===== config.mk =====
export PLATFORM = sky130hd
export DESIGN_NAME = exe_stage
export DESIGN_NICKNAME = d
export VERILOG_FILES = /design/src/rtl/exe_stage.sv
export SDC_FILE = /design/constraint.sdc
export NUM_CORES = 1
export LEC_CHECK = 0
export ABC_AREA = 1
export ABC_CLOCK_PERIOD_IN_PS = 12200
export BUFFER_PORTS_ARGS = -buffer_cell sky130_fd_sc_hd__buf_4
export CAP_MARGIN = 20
export CORE_MARGIN = 5
export CORE_UTILIZATION = 60
export CTS_CLUSTER_DIAMETER = 30
export CTS_CLUSTER_SIZE = 20
export DETAILED_ROUTE_END_ITERATION = 16
export PLACE_DENSITY = 0.86
export SYNTH_ARGS = -nofsm -noshare
export SYNTH_HDL_FRONTEND = slang
export SYNTH_SLANG_ARGS = --single-unit

===== constraint.sdc =====
create_clock -name clk -period 12.2 [get_ports clk]
set_clock_uncertainty 0.15 [all_clocks]
set_input_delay 0.61 -clock clk [delete_from_list [all_inputs] [get_ports clk]]
set_output_delay 0.61 -clock clk [all_outputs]
set_load 0.02 [all_outputs]

===== src/rtl/exe_stage.sv =====
// Execute stage of the 5-stage ARM-subset pipeline: operand-2 generation,
// ALU with NZCV flags, branch target resolution, and the EXE/MEM register.
module exe_stage (
  input  logic        clk,
  input  logic        rst,
  input  logic        freeze,
  input  logic [31:0] PC,
  input  logic        exe_WB_EN,
  input  logic        exe_MEM_R_EN,
  input  logic        exe_MEM_W_EN,
  input  logic [3:0]  exe_EXE_CMD,
  input  logic        exe_B,
  input  logic        exe_S,
  input  logic        exe_I,
  input  logic [31:0] exe_Val_Rn,
  input  logic [31:0] exe_Val_Rm,
  input  logic [7:0]  exe_immed_8,
  input  logic [3:0]  exe_rotate_imm,
  input  logic [1:0]  exe_shift_type,
  input  logic [4:0]  exe_shift_imm,
  input  logic [23:0] exe_Signed_imm_24,
  input  logic [3:0]  exe_Dest,
  output logic        branch_taken,
  output logic [31:0] branch_addr,
  output logic [31:0] status_reg,
  output logic        mem_WB_EN,
  output logic        mem_MEM_R_EN,
  output logic        mem_MEM_W_EN,
  output logic [31:0] mem_ALU_res,
  output logic [31:0] mem_Val_Rm,
  output logic [3:0]  mem_Dest
);

  localparam logic [3:0] CMD_MOV = 4'b0001;
  localparam logic [3:0] CMD_MVN = 4'b1001;
  localparam logic [3:0] CMD_ADD = 4'b0010;
  localparam logic [3:0] CMD_ADC = 4'b0011;
  localparam logic [3:0] CMD_SUB = 4'b0100;
  localparam logic [3:0] CMD_SBC = 4'b0101;
  localparam logic [3:0] CMD_AND = 4'b0110;
  localparam logic [3:0] CMD_ORR = 4'b0111;
  localparam logic [3:0] CMD_EOR = 4'b1000;

  typedef enum logic [1:0] {
    SH_LSL = 2'b00,
    SH_LSR = 2'b01,
    SH_ASR = 2'b10,
    SH_ROR = 2'b11
  } shift_e;

  logic [3:0]  nzcv_q, nzcv_d;
  logic        wb_en_q, wb_en_d;
  logic        mem_r_en_q, mem_r_en_d;
  logic        mem_w_en_q, mem_w_en_d;
  logic [31:0] alu_res_q, alu_res_d;
  logic [31:0] val_rm_q, val_rm_d;
  logic [3:0]  dest_q, dest_d;

  logic [31:0] val2;
  logic [63:0] imm_rot;
  logic [63:0] rm_ror;
  logic [31:0] op_b;
  logic        carry_in;
  logic        is_arith;
  logic [32:0] sum;
  logic [31:0] res;
  logic        flag_c;
  logic        flag_v;

  // Operand-2: memory offset beats immediate beats shifted register.
  always_comb begin
    // NOTE: every signal written here gets a default first, so no path can
    // leave it unassigned and infer a latch.
    val2    = '0;
    imm_rot = {2{24'b0, exe_immed_8}} >> {exe_rotate_imm, 1'b0};
    rm_ror  = {2{exe_Val_Rm}} >> exe_shift_imm;
    if (exe_MEM_R_EN || exe_MEM_W_EN) begin
      val2 = {20'b0, exe_rotate_imm, exe_immed_8};
    end else if (exe_I) begin
      val2 = imm_rot[31:0];
    end else begin
      unique case (shift_e'(exe_shift_type))
        SH_LSL:  val2 = exe_Val_Rm << exe_shift_imm;
        SH_LSR:  val2 = exe_Val_Rm >> exe_shift_imm;
        SH_ASR:  val2 = $signed(exe_Val_Rm) >>> exe_shift_imm;
        SH_ROR:  val2 = rm_ror[31:0];
        default: val2 = exe_Val_Rm;
      endcase
    end
  end

  // ALU: one shared 33-bit adder; subtraction feeds ~Val2 with carry-in 1 (or C).
  always_comb begin
    op_b     = val2;
    carry_in = 1'b0;
    is_arith = 1'b0;
    res      = '0;
    unique case (exe_EXE_CMD)
      CMD_ADD: is_arith = 1'b1;
      CMD_ADC: begin is_arith = 1'b1; carry_in = nzcv_q[1]; end
      CMD_SUB: begin is_arith = 1'b1; op_b = ~val2; carry_in = 1'b1; end
      CMD_SBC: begin is_arith = 1'b1; op_b = ~val2; carry_in = nzcv_q[1]; end
      default: ;
    endcase
    sum = {1'b0, exe_Val_Rn} + {1'b0, op_b} + {32'b0, carry_in};
    unique case (exe_EXE_CMD)
      CMD_MOV: res = val2;
      CMD_MVN: res = ~val2;
      CMD_AND: res = exe_Val_Rn & val2;
      CMD_ORR: res = exe_Val_Rn | val2;
      CMD_EOR: res = exe_Val_Rn ^ val2;
      default: res = is_arith ? sum[31:0] : 32'b0;
    endcase
    // Logic/move keep the previous C and V.
    flag_c = is_arith ? sum[32] : nzcv_q[1];
    flag_v = is_arith ? ((exe_Val_Rn[31] == op_b[31]) && (res[31] != exe_Val_Rn[31]))
                      : nzcv_q[0];
  end

  // Next-state for the flags and the EXE/MEM register.
  always_comb begin
    nzcv_d     = exe_S ? {res[31], (res == 32'b0), flag_c, flag_v} : nzcv_q;
    wb_en_d    = exe_WB_EN;
    mem_r_en_d = exe_MEM_R_EN;
    mem_w_en_d = exe_MEM_W_EN;
    alu_res_d  = res;
    val_rm_d   = exe_Val_Rm;
    dest_d     = exe_Dest;
  end

  // State registers: reset wins over freeze; freeze holds everything.
  always_ff @(posedge clk) begin
    // NOTE: sequential state uses non-blocking assignments so every register
    // samples the pre-edge values regardless of statement order.
    if (rst) begin
      nzcv_q     <= '0;
      wb_en_q    <= 1'b0;
      mem_r_en_q <= 1'b0;
      mem_w_en_q <= 1'b0;
      alu_res_q  <= '0;
      val_rm_q   <= '0;
      dest_q     <= '0;
    end else if (!freeze) begin
      nzcv_q     <= nzcv_d;
      wb_en_q    <= wb_en_d;
      mem_r_en_q <= mem_r_en_d;
      mem_w_en_q <= mem_w_en_d;
      alu_res_q  <= alu_res_d;
      val_rm_q   <= val_rm_d;
      dest_q     <= dest_d;
    end
  end

  assign branch_taken = exe_B;
  assign branch_addr  = PC + {{6{exe_Signed_imm_24[23]}}, exe_Signed_imm_24, 2'b00};
  assign status_reg   = {nzcv_q, 28'b0};
  assign mem_WB_EN    = wb_en_q;
  assign mem_MEM_R_EN = mem_r_en_q;
  assign mem_MEM_W_EN = mem_w_en_q;
  assign mem_ALU_res  = alu_res_q;
  assign mem_Val_Rm   = val_rm_q;
  assign mem_Dest     = dest_q;

endmodule


==> metrics.md <==
| Metric | Value |
|---|---|
| Final core occ | `69.76%` |
| Clock root buffer master | `clkbuf_16` |
| Fin crit period | `between 6 and 7 ns` |
| Async S/R FF share, synth | `0%` |
| Hold Vio Cnt, Final | `0` |
| WS Path Type | `primary input to flip-flop` |
| CTS tree | `done` |
| Clock share of power | `20.0%` |
| Status | `completed` |
| Crit path buf inv count | `4` |
| H-Tree Depth | `3` |
| # clock sinks | `75` |
| Post-synth EDFFs | `0` |
| P per Cell Area | `82.32 nW/um2` |
| FF-to-FF path depth | `20` |
| Netlist cell types | `54` |
| Sequential-to-total area share from yosys stat | `a little over a tenth` |
| Max Freq | `between 0.15 and 0.2 GHz` |
| Post-CTS Resized | `0` |
| Synth warn | `0` |
| Sequential power share | `20.8%` |
| Vias in the first global route | `roughly 16k` |
| Area after DPL | `15,600 um2` |
| Power Internal | `around 670 uW` |
| Worst-skew pair later-pin latency | `0.34 ns` |
| Max-slew headroom | `between 20% and 30%` |
| Largest net degree at the start of global routing | `87` |
| Dpl cells | `2,915` |
| Final period utilization | `between 50% and 60%` |
| Antenna violations before repair | `0` |
| Max FO, Critical Path | `66` |
| Final Routed Wirelength | `56,410 um` |
| R2R Path End | `nzcv_q[2]` |
| Die width | `162.6 um` |
| Worst hold endpoint | `nzcv_q[2]` |
| Synth area leader | `nand2_1` |
| Core ar. | `between 20,000 and 25,000 um2` |
| GPL Wtd Cong | `1.159` |
| Switch Pwr | `635.9 uW` |
| Critical Path Most Common Cell | `nand3_1` |
| Post-CTS setup buffers | `0` |
| ANT cells | `0` |
| Port bufs | `257` |
| Detailed placer's ending HPWL | `43,880 um` |
| Final non-filler cell area | `between 15,000 and 20,000 um2` |
| Fin Setup TNS | `0 ns` |
| Nets | `2,902` |
| Static Leak | `0.008389 uW` |
| # fillers | `2,089` |
| Max Root-Sink Buffers | `2` |
| Worst-path clk slew | `0.06 ns` |
| Drt wl/cell | `19.25 um` |
| Combinational power share | `approximately 60%` |
| Flops & latches, synth | `75` |
| Slew Viols, Final | `0` |
| Arrival time worst endpoint | `6.39 ns` |
| Crit path capture type | `flip-flop` |
| Max Cap Viol | `0` |
| Main synth FF type | `dfxtp_1` |
| Slowest stage cell, crit path | `inv_2` |
| Mean Syn Cell Area | `5.677 um2` |
| CTS buffer count | `9` |
| CP required | `12.33 ns` |
| CP delay by family, top | `simple AND/OR/NAND/NOR gates` |
| RSZ-0062 raised after global routing | `no` |
| Post-CTS Hold Fix Bufs | `0` |
| Remaining Overflow, GRT | `0` |
| Global-route wire length before repair | `86,280 um` |
| Mapped Area | `13,970 um2` |
| Die area | `26,440 um2` |
| Cell Rows | `55` |
| Switch share | `48.62%` |
| Via count | `approximately 18k` |
| Post-Layout Cell Count | `2,931` |
| Worst slew pin tran | `1.127 ns` |
| Worst flop-to-flop path startpoint | `nzcv_q[1]` |
| Cell count after synthesis | `2,461` |
| Vias/cell | `6.287` |
| Tot GR Track Use | `40.06%` |
| Area growth from synthesis to layout | `13.73%` |
| Synth top area share | `17.03%` |
| 1st-pass router iterations | `7` |
| Initial drt markers | `2,987` |
| ANT nets after route | `0` |
| CP max stage delay | `around 0.91 ns` |
| Hold path depth | `2` |
| Share of layout cells above drive strength 1 | `14.09%` |
| Hold Crit Class | `primary input to flip-flop` |
| Hold Crit Start | `rst` |
| Die extent in y | `162.6 um` |
| Starting density of the core | `between 60% and 70%` |
| Final setup fails | `0` |
| Top post-synthesis cells by area | `nand2_1 17%, nand3_1 16%, ha_1 12%, dfxtp_1 11%, nor2_1 7.4%` |
| Startpoint Class | `primary input` |
| Top Ports | `292` |
| Number of remaining DRC errors | `0` |
| R2r setup slk | `8.26 ns` |
| VDD IR max | `0.00007063 V` |
## how the worst max path moves through the flow
| stage | startpoint | end | slack (ns) | cells past startpoint |
|---|---|---|---|---|
| CTS | exe_shift_imm[1] | nzcv_q[2] | 6.25 | 30 |
| floorplan | exe_I | nzcv_q[2] | 7.85 | 25 |
| global route | exe_shift_imm[1] | nzcv_q[2] | 5.65 | 31 |
| finish | exe_shift_imm[1] | nzcv_q[2] | 5.94 | 30 |
| global placement | exe_shift_imm[1] | nzcv_q[2] | 6.06 | 30 |
| detailed placement | exe_shift_imm[1] | nzcv_q[2] | 5.95 | 30 |
## stage by stage
stage	power (uW)	hold slack (ns)	setup slack [ns]
finish	1308	0.3103	5.935
global route	1382	0.3113	5.654
CTS	1280	0.3033	6.253
detailed placement	1020	0.3061	5.952
global placement	1004	0.2992	6.057
floorplan	776.5	0.3843	7.845
## power by group through the flow
stage                     logic, uW  registers, uW  clock network (uW)
final                           773            272                 262
after global routing            835            274                 273
after CTS                       748            272                 260
after detailed placement        743            277                   0
after global placement          728            276                   0
after floorplan                 479            298                   0
## routing by layer
layer	share of wire, %	GRT usage, %	wire (um)	up-vias
met2	42	61.05	23510	1415
met4	4.5	16.43	2512	0
li1	-	-	-	8514
met1	38	53.64	21600	8302
met3	16	10.76	8790	197
met5	0	0	0	-
## cell usage in the layout (no fill, tap or decap), types with 3 or more instances in the layout
cell and count:
o211ai_1 14, a221oi_1 40, nor2_1 273, nand4_1 30
buf_4 269, a21oi_1 127, xor2_1 53, a31oi_1 9
nor4_1 5, clkbuf_16 9, nand3_2 11, or2_2 9
nor2_2 11, o21bai_1 3, o21ai_0 131, inv_2 13
conb_1 28, fa_1 3, o21ai_1 15, xnor2_1 9
ha_1 130, dfxtp_1 75, a211oi_1 5, nand3_1 460
inv_1 161, a21boi_0 5, o21a_1 5, nor2_4 3
a21o_1 10, nand2_1 634, nand2_2 31, nor3_1 8
## logic make-up after synthesis
logic type,after synthesis,synth area share [%]
compound gates,378,15.80
xor+xnor,62,3.887
fa+ha+maj,133,12.07
buf+inv,332,11.21
flops,75,10.75
mux,1,0.07164
other cells,1,0.02684
simple gates,1479,46.19
## state kept, by name, indices dropped and copies added, names as in the netlist
signal	count
mem_Dest	4
mem_MEM_R_EN	1
mem_ALU_res	32
mem_Val_Rm	32
mem_WB_EN	1
nzcv_q	4
mem_MEM_W_EN	1
## cell type report
type | count | area [um2] | area share (%)
Tap cell | 313 | 391.6 | 2.465
Multi-Input combinational cell | 2081 | 11020 | 69.33
Timing Repair Buffer | 269 | 2019 | 12.71
Sequential cell | 75 | 1501 | 9.449
Clock inverter | 4 | 32.53 | 0.2047
Clock buffer | 12 | 256.5 | 1.614
Inverter | 177 | 671.9 | 4.228
## worst reg2reg max path, cell delays in order (launching register included)
cell	delay [ns]
dfxtp_1	0.43
a32oi_1	0.17
fa_1	0.52
fa_1	0.40
inv_1	0.12
nand3_1	0.09
nand2_1	0.17
a21boi_0	0.15
nor2_1	0.12
nor2_1	0.05
inv_1	0.10
nand3_1	0.10
nand2_1	0.09
a21oi_1	0.06
o21ai_0	0.16
nand4_1	0.34
nor2_1	0.23
nand3_1	0.14
nor2_1	0.11
nand4_1	0.08
a21oi_1	0.11
## cells in the mapped netlist, types with 8 or more instances
cell / number
a221oi_1: 40
o211ai_1: 14
ha_1: 130
nand4_1: 30
or2_2: 9
nand3_2: 11
a21oi_1: 128
xnor2_1: 9
nor2_1: 276
a21o_1: 10
inv_2: 12
nor2_2: 8
o21ai_0: 131
buf_6: 13
clkbuf_1: 59
nand2_2: 31
nand3_1: 460
o21ai_1: 15
nand2_1: 634
buf_1: 9
nor3_1: 8
dfxtp_1: 75
buf_2: 35
a31oi_1: 9
inv_1: 162
xor2_1: 53
buf_4: 34
Power figures use the tool's default switching activity.
